`src/rtl/display_scan_ctrl.sv`:
```
// Four-digit seven-segment scan sequencer with operand/result registers.
// Scans enabled digits with optional blanking gap between slots.
module display_scan_ctrl #(
  parameter int PRESCALE     = 100000,
  parameter int BLANK_CYCLES = 1000
) (
  input  logic       clk,
  input  logic       rst_n,
  input  logic [3:0] digit_en,
  input  logic       load,
  input  logic [3:0] a_in,
  input  logic [3:0] b_in,
  output logic [3:0] a_q,
  output logic [3:0] b_q,
  output logic [3:0] sum_q,
  output logic [3:0] diff_q,
  output logic [3:0] anode,
  output logic [1:0] digit_idx,
  output logic       slot_tick
);

  localparam int MAXC =
    (PRESCALE > BLANK_CYCLES) ? PRESCALE : BLANK_CYCLES;
  localparam int CW = (MAXC > 1) ? $clog2(MAXC) : 1;
  localparam logic [CW-1:0] SHOW_LAST = CW'(PRESCALE - 1);
  localparam logic [CW-1:0] BLANK_LAST =
    CW'((BLANK_CYCLES > 0) ? BLANK_CYCLES - 1 : 0);

  typedef enum logic [1:0] {
    IDLE,
    SHOW,
    BLANK
  } state_t;

  state_t        state_q, state_d;
  logic [CW-1:0] cnt_q, cnt_d;
  logic [1:0]    idx_q, idx_d;
  logic          tick_q, tick_d;
  logic [1:0]    nxt_idx, first_idx, j;

  always_ff @(posedge clk or negedge rst_n) begin
    if (!rst_n) begin
      a_q    <= '0;
      b_q    <= '0;
      sum_q  <= '0;
      diff_q <= '0;
    end else if (load) begin
      a_q    <= a_in;
      b_q    <= b_in;
      sum_q  <= a_in + b_in;
      diff_q <= a_in - b_in;
    end
  end

  // Descending offsets so the nearest enabled digit wins; offset 4 is self.
  always_comb begin
    nxt_idx   = idx_q;
    first_idx = 2'd0;
    j         = 2'd0;
    for (int i = 4; i >= 1; i--) begin
      j = idx_q + 2'(i);
      if (digit_en[j]) nxt_idx = j;
    end
    for (int i = 3; i >= 0; i--) begin
      if (digit_en[i]) first_idx = 2'(i);
    end
  end

  always_ff @(posedge clk or negedge rst_n) begin
    if (!rst_n) begin
      state_q <= IDLE;
      cnt_q   <= '0;
      idx_q   <= 2'd0;
      tick_q  <= 1'b0;
    end else begin
      state_q <= state_d;
      cnt_q   <= cnt_d;
      idx_q   <= idx_d;
      tick_q  <= tick_d;
    end
  end

  always_comb begin
    state_d = state_q;
    cnt_d   = cnt_q;
    idx_d   = idx_q;
    tick_d  = 1'b0;
    case (state_q)
      IDLE: begin
        if (|digit_en) begin
          state_d = SHOW;
          idx_d   = first_idx;
          cnt_d   = '0;
          tick_d  = 1'b1;
        end
      end
      SHOW: begin
        if (digit_en == 4'd0) begin
          state_d = IDLE;
          cnt_d   = '0;
        end else if (!digit_en[idx_q] ||
                     cnt_q == SHOW_LAST) begin
          cnt_d = '0;
          if (BLANK_CYCLES > 0) begin
            state_d = BLANK;
          end else begin
            idx_d  = nxt_idx;
            tick_d = 1'b1;
          end
        end else begin
          cnt_d = cnt_q + 1'b1;
        end
      end
      BLANK: begin
        if (digit_en == 4'd0) begin
          state_d = IDLE;
          cnt_d   = '0;
        end else if (cnt_q == BLANK_LAST) begin
          state_d = SHOW;
          cnt_d   = '0;
          idx_d   = nxt_idx;
          tick_d  = 1'b1;
        end else begin
          cnt_d = cnt_q + 1'b1;
        end
      end
      default: begin
        state_d = IDLE;
        cnt_d   = '0;
      end
    endcase
  end

  assign anode     = (state_q == SHOW) ? ~(4'b0001 << idx_q) : 4'b1111;
  assign digit_idx = idx_q;
  assign slot_tick = tick_q;

endmodule

```
`config.mk`:
```
export PLATFORM = sky130hd
export DESIGN_NAME = display_scan_ctrl
export DESIGN_NICKNAME = d
export VERILOG_FILES = /design/src/rtl/display_scan_ctrl.sv
export SDC_FILE = /design/constraint.sdc
export NUM_CORES = 1
export LEC_CHECK = 0
export BUFFER_PORTS_ARGS = -buffer_cell sky130_fd_sc_hd__buf_2
export CORE_MARGIN = 2
export CORE_UTILIZATION = 25
export DETAILED_ROUTE_END_ITERATION = 16
export PLACE_DENSITY = 0.4
export SLEW_MARGIN = 0
export SYNTH_ARGS = -nofsm -noshare
export SYNTH_HDL_FRONTEND = slang
export SYNTH_SLANG_ARGS = --single-unit
```
`constraint.sdc`:
```
create_clock -name clk -period 2.49 [get_ports clk]
set_clock_uncertainty 0.1 [all_clocks]
set_input_delay 0.249 -clock clk [delete_from_list [all_inputs] [get_ports clk]]
set_output_delay 0.249 -clock clk [all_outputs]
set_load 0.02 [all_outputs]
```
Yosys cells after proc, flatten, opt, wreduce, memory -nomap -nowiden
Cells that the tools add are included. W data, S select, Z words.

Flip-flop bits (word level): 38. Output and inout bits: 23. Logic and storage cells: 74.

Add/subtract/negate cells: 6. Magnitude comparators: 4. Eq/ne operators: 10. Shift-type cells: 1. Muxes and demuxes: 36. Bitwise logic cells: 1. Reductions and logical operators: 8.

Operator list (number): $mux W17 (5); $pmux W17 S3 (1); $mux W2 (15); $add A17 B1 Y17 const B (1); $eq A17 B10 Y1 const B (1); $eq A17 B17 Y1 const B (1); $lt A2 B3 Y1 const B (4); $bmux W1 S2 (4); $mux W1 (7); $ne A2 B2 Y1 const B (3); $ne A3 B3 Y1 const B (2); $pmux W2 S3 (1); $reduce_and A5 Y1 (1); $add A2 B2 Y2 const B (2); $add A4 B4 Y4 (1); $logic_not A4 Y1 (1); $mux W4 (1); $ne A4 B4 Y1 const B (1); $not A4 Y4 (1); $pmux W2 S2 (1); $reduce_or A4 Y1 (1); $shl A1 B2 Y4 const A (1); $sub A4 B4 Y4 (1); $reduce_and A3 Y1 (1); 8 further kinds (8).

Longest topological paths before layout
Gate-level depths: netlist of run 1.

Word-level depth: 9. Gate-level depth with buffers: 8.

Least setup slack after synthesis of run 1
No wires, ideal clock.

Kind: register to register. Start point: reg idx_q[1], in the netlist digit_idx[1]. End point: reg idx_q[0], in the netlist digit_idx[0]. Arrival: 1.886 ns. Slack: 0.376 ns. Stages on the path, launching flop included: 9. Path buffers: 1. Clock period less this slack: 2.114 ns. Path through: dfrtp_1 buf_2 inv_1 ha_1 mux2_2 o211ai_1 o31ai_1 nor3_1 o21ai_0.

Cells in the longest elaborated chain, start to end: 8. Elaborated cells on any way between the ends: 16. Classes of those cells: add/sub (3); eq/ne (1); mux (11); reduce/logical (1).

Ends and longest elaborated chain: from (decl) (RTL line 37) `logic [1:0] idx_q, idx_d;`; from (signal assigned) (RTL line 78) `idx_q <= idx_d;`; $add A2 B2 Y2 (RTL line 61) `j = idx_q + 2'(i);`; $bmux W1 S2 (RTL line 62) `if (digit_en[j]) nxt_idx = j;`; $mux W1 (not written as such) (RTL line 62); $mux W2 (2 in a row) (RTL line 62); $mux W2 (RTL line 118) `end else if (cnt_q == BLANK_LAST) begin`; $mux W2 (RTL line 115) `if (digit_en == 4'd0) begin`; $pmux W2 S2 (RTL line 88) `case (state_q)`.

Parallel ways exist; a longest one is shown, timed or not. The select of a mux whose other input is x is not followed. A chain may end at the register's enable or synchronous reset.

Worst setup path in the final report of run 1
Start point: reg cnt_q[0]. End point: reg cnt_q[3].

Cells in the longest elaborated chain, start to end: 5. Elaborated cells on any way between the ends: 9. Classes of those cells: add/sub (1); eq/ne (2); mux (5); reduce/logical (1).

Ends and longest elaborated chain: from (decl) (RTL line 36) `logic [CW-1:0] cnt_q, cnt_d;`; from (signal assigned) (RTL line 77) `cnt_q <= cnt_d;`; branches (longest 4 deep; another with $add A17 B1 Y17); $pmux W17 S3 (*) (RTL line 88).

Every way passes the cells marked *.

==> results of run 1 <==
==> cells by family after synthesis <==
group                    after synthesis  share of synthesized area [%]
AO/OA/AOI/OAI                         59                           15.9
XOR/XNOR                               8                           2.75
adder cells (fa/ha/maj)               17                           8.93
buffers and inverters                 40                           7.85
flip-flops                            37                           36.3
multiplexers                          18                           8.05
AND/OR/NAND/NOR                       93                           20.2
==> power groups by stage <==
stage / clock network, uW / logic (uW) / registers, uW
final: 575 / 901 / 734
after global routing: 621 / 998 / 749
after CTS: 595 / 911 / 735
after detailed placement: 0 / 910 / 747
after global placement: 0 / 908 / 747
after floorplan: 0 / 591 / 817
==> cells in the final DEF (no fill, tap or decap), types with 2 or more instances in the layout <==
master / instances
dfrtp_1: 37
buf_2: 37
nand2_1: 33
inv_1: 21
buf_4: 17
ha_1: 15
a21oi_1: 12
o21ai_0: 12
nor2_1: 10
mux2_2: 10
nor3_1: 8
nand3_1: 8
mux2i_1: 7
nand4_1: 6
o21ai_1: 6
clkbuf_8: 6
and4_1: 5
o22ai_1: 5
xor2_1: 4
nor2b_1: 4
o211ai_1: 4
o211ai_2: 4
xnor2_1: 4
a31oi_1: 3
nor4_2: 2
nor4_1: 2
nor2_2: 2
and3_1: 2
o21a_1: 2
o31ai_1: 2
o2bb2ai_1: 2
o21bai_1: 2
fa_1: 2
==> layer usage <==
metal  share of wire, %  track usage (%)  wire, um
met5                  0                0         0
met1                 50             16.7      3220
met2                 46             19.0      2920
met3                2.5             2.25       163
met4                1.5             4.00        94
==> stage by stage <==
| stage | util, % | setup slack [ns] |
|---|---|---|
| 2_1_floorplan | - | 0.376 |
| 6_report | 30.9 | 0.338 |
| 5_1_grt | 30.9 | 0.154 |
| 3_5_place_dp | 29.6 | 0.0777 |
| 3_3_place_gp | 29.6 | 0.107 |
| 4_1_cts | 30.8 | 0.0776 |
==> flip-flops by register name, summed over array words and instances (netlist names) <==
name / cells
slot_tick: 1
cnt_q: 17
digit_idx: 2
sum_q: 3
b_q: 4
diff_q: 4
a_q: 4
state_q: 2
==> final timing paths <==
kind	start	to	slack (ns)
worst min-delay path	rst_n	cnt_q[2]	-0.03
worst max-delay path	cnt_q[0]	cnt_q[3]	0.34
worst max register to register	cnt_q[0]	cnt_q[3]	0.34
min in group clk	b_in[3]	b_q[3]	0.11
worst min register to register	diff_q[2]	diff_q[2]	0.41
max in group asynchronous	rst_n	a_q[2]	1.75
==> synth_stat cells (5+ instances only) <==
master / instances / area, sq um
a21oi_1: 12 / 60.1
and4_1: 5 / 43.8
buf_2: 7 / 35.0
buf_6: 5 / 56.3
dfrtp_1: 37 / 926
ha_1: 15 / 188
inv_1: 21 / 78.8
mux2_2: 10 / 113
mux2i_1: 7 / 70.1
nand2_1: 33 / 124
nand3_1: 8 / 40.0
nand4_1: 6 / 37.5
nor2_1: 11 / 41.3
nor3_1: 8 / 40.0
o21ai_0: 12 / 60.1
o21ai_1: 6 / 30.0
o22ai_1: 5 / 31.3
==> area by class of cell <==
cell class / count / area (sq um)
repair buffers: 54 / 313
clock buffers: 6 / 82.6
inverters: 21 / 78.8
clock inverters: 2 / 37.5
flip-flops and latches: 37 / 926
fillers: 1088 / 6790
well taps: 133 / 166
multi-input cells: 195 / 1430
==> critical path, cell delays in order, from the launching register on <==
cell and delay, ns:
dfrtp_1 0.41, ha_1 0.21, nor4bb_1 0.16, and4_1 0.23, nor2_2 0.52, nor2_2 0.04
buf_4 0.21, o211ai_1 0.18
==> metrics.txt, run 1 <==
Max Freq 465 MHz; Placed Area 0.00291 sq mm; hold_ws -0.0268 ns; WP data required 2.61 ns; clock network fraction of design power 26.0%; Tightest Pin Transition 0.900 ns; Pleak 0.00135 uW; DRC 0; drt pass-1 iters 4; CP startpoint kind register; # hold bufs at CTS 0; die outline height 105 um; Via density 4.66; DIE AREA 0.0110 sq mm; CP Capture Type register; worst relative slew slack 40.0%; Top FF cell, synth dfrtp_1; Worst-Skew Late Latency 0.30 ns; Setup CP Type reg2reg; Num CTS Buffers 5; Yosys warnings 0; die width 105 um; post-CTS setup buffers 0; Reg clk slew, reported paths 0.08 ns; status finished, violations left; Port Buffer Count 37; gr usage total 12.1%; flops & latches, synth 37; detailed-route via count 2,089; # IOs 38; Finished Cell Area 0.00303 sq mm; CP Max Fanout 14; Nets 346; initial antenna violation count 0; num rows 36; Overall Power 2210 uW; Max clock buf depth 2; endpoints failing hold 37; Final Non-Filler Cells 448; Seq/Total Area, Yosys 36.3%; violated checks hold timing; proportion of layout cells with a drive suffix above 1 27.3%; CP arrival 2.27 ns; Tmin final 2.15 ns; H-tree depth 2; syn nets 304; GR Overflow Total 0; Post-synth ARST share 100%; Final Cycle Share 86.4%; Starting Density 26.0%; Placed Cells 440; Mapped Cells 272; core area 0.00982 sq mm; antenna diode count 0; Worst IR Drop VDD 0.222 mV; drt total wl 6400 um; P_int 1340 uW; clock sink count 37; cell area power density 729 mW/mm^2; mean routed wirelength per cell 14.3 um; final setup violation count 0; Synth-to-Final Area Change 18.8%; first-pass GRT wire length 10,600 um; largest net degree at the start of global routing 38; reg2reg path depth 7; DP HPWL 4720 um; initial DRC count 58; RSZ-0062 raised after global routing no; Netlist cell types 52; number of gates resized after cts 0; post-synthesis area per instance 9.37 sq um; Net Switching 871 uW; CTS root buf clkbuf_8; MaxCap Viol Count 0; post-synthesis cell area 0.00255 sq mm; final slew viol count 0; combinational share of power 40.8%; Hold WC Path Type in2async; net switching fraction of the power 39.4%; GPL Wtd Cong 0.756; TritonCTS clock tree done; vias in the first global route 2,045; post-route ant nets 0; Post-synth EDFFs 0; sequential share of power 33.2%; setup TNS 0 ns
Power figures use the tool's default switching activity.
==> inputs of run 2 (changes only) <==
- MAX_ROUTING_LAYER: default -> met4
==> metrics.txt, run 2 (synthesis results as in run 1) <==
endpoints failing hold 37 (unchanged); clock sink count 37 (unchanged); initial antenna violation count 0 (unchanged); GR Overflow Total 0 (unchanged); detailed-route via count 2,097 (+0.38%); largest net degree at the start of global routing 38 (unchanged); GPL Wtd Cong 0.766 (+1.3%); drt total wl 6390 um (about the same); CP Capture Type register; drt pass-1 iters 5 (+1); FF-to-FF End cnt_q[3]; # IOs 38 (unchanged); Max clock buf depth 2 (unchanged); die width 105 um (unchanged); Pleak 0.00135 uW (unchanged); status finished, violations left; RSZ-0062 raised after global routing no; Hold WC Path Type in2async; final core utilization 30.9% (unchanged); Via density 4.68 (+0.38%); core area 0.00982 sq mm (unchanged); most frequent cells in the layout dfrtp_1 (37), buf_2 (37), nand2_1 (33), inv_1 (21), buf_4 (17); H-tree depth 2 (unchanged); Reg clk slew, reported paths 0.08 ns (about the same); die outline height 105 um (unchanged); Worst-Skew Late Latency 0.30 ns (about the same); CP startpoint kind register; CP Max Fanout 14 (unchanged); antenna diode count 0 (unchanged); WP data required 2.61 ns (about the same); final slew viol count 0 (unchanged); vias in the first global route 2,048 (+0.15%); DRC 0 (unchanged); max reg flops 17 (unchanged); Max Freq 465 MHz (about the same); MaxCap Viol Count 0 (unchanged); TritonCTS clock tree done; Tightest Pin Transition 0.901 ns (+0.00164 ns); worst relative slew slack 39.9% (-0.11 points); mean routed wirelength per cell 14.3 um (about the same); reg2reg path depth 7 (unchanged); Nets 346 (unchanged); num rows 36 (unchanged); Multi-input gate area 0.00143 sq mm (unchanged); DP HPWL 4720 um (unchanged); setup TNS 0 ns (unchanged); proportion of layout cells with a drive suffix above 1 27.3% (unchanged); DIE AREA 0.0110 sq mm (unchanged); Most flops, register cnt_q; gr usage total 12.4% (+0.34 points); filler instances 1,088 (unchanged); Tmin final 2.15 ns (-0.00155 ns); CTS root buf clkbuf_8; CP arrival 2.27 ns (about the same); Setup CP Type reg2reg; Port Buffer Count 37 (unchanged); Final Cycle Share 86.4% (about the same); Synth-to-Final Area Change 18.8% (unchanged); violated checks hold timing; r2r setup slk 0.34 ns (about the same); Storage cell area 926 sq um (unchanged); post-route ant nets 0 (unchanged); Worst IR Drop VDD 0.221 mV (-0.12%); first-pass GRT wire length 10,600 um (unchanged); hold_ws -0.0240 ns (+0.00282 ns); final setup violation count 0 (unchanged); cell area power density 728 mW/mm^2 (-0.12%); Num CTS Buffers 5 (unchanged); Starting Density 26.0% (unchanged); initial DRC count 81 (+40%); Reg2Reg Launch Point cnt_q[0]
[run 2: timing repair]
item                       CTS  global route
resized for setup            0             1
setup buffers                0             0
setup endpoints to repair    0            11
hold buffers                 0             0
[run 2: worst max path at each step]
| stage | from | end | slack, ns | depth (start not counted) |
|---|---|---|---|---|
| after CTS | cnt_q[0] | cnt_q[3] | 0.08 | 7 |
| after global routing | cnt_q[0] | cnt_q[6] | 0.15 | 7 |
| final | cnt_q[0] | cnt_q[3] | 0.34 | 7 |
| after detailed placement | cnt_q[0] | cnt_q[3] | 0.08 | 7 |
| after global placement | cnt_q[0] | cnt_q[6] | 0.11 | 7 |
| after floorplan | digit_idx[1] | digit_idx[0] | 0.38 | 8 |
[run 2: stage by stage]
stage	cell area (sq um)	hold slack [ns]	power, uW	cells	setup slack, ns
global route	3030	0.0448	2370	448	0.154
floorplan	2550	-0.147	1410	272	0.376
CTS	3030	0.0205	2240	448	0.0776
global placement	2910	0.349	1660	440	0.107
detailed placement	2910	0.358	1660	440	0.0777
finish	3030	-0.0240	2210	448	0.340
[run 2: where the power goes]
part	switching, uW	internal [uW]	total, uW
Sequential	53.0	681	734
Clock	247	326	573
Combinational	568	332	900
[run 2: worst max-delay path, cell delays in order, from the launching register on]
cell and delay [ns]:
dfrtp_1 0.41, ha_1 0.21, nor4bb_1 0.16, and4_1 0.23
nor2_2 0.52, nor2_2 0.04, buf_4 0.21, o211ai_1 0.18
[run 2: area by class of cell]
type	instances	share of cell area [%]
multi-input cells	195	47.1
clock inverters	2	1.24
inverters	21	2.60
well taps	133	5.49
flip-flops and latches	37	30.6
clock buffers	6	2.73
repair buffers	54	10.3
[run 2: per-layer routing]
layer	wire length, um	GRT usage, %	vias to the layer above	part of all wire [%]
li1	-	-	1050	-
met1	3170	16.7	1009	50
met2	2940	19.0	32	46
met3	191	2.25	6	3.0
met4	94	4.00	0	1.5
met5	0	-	-	0
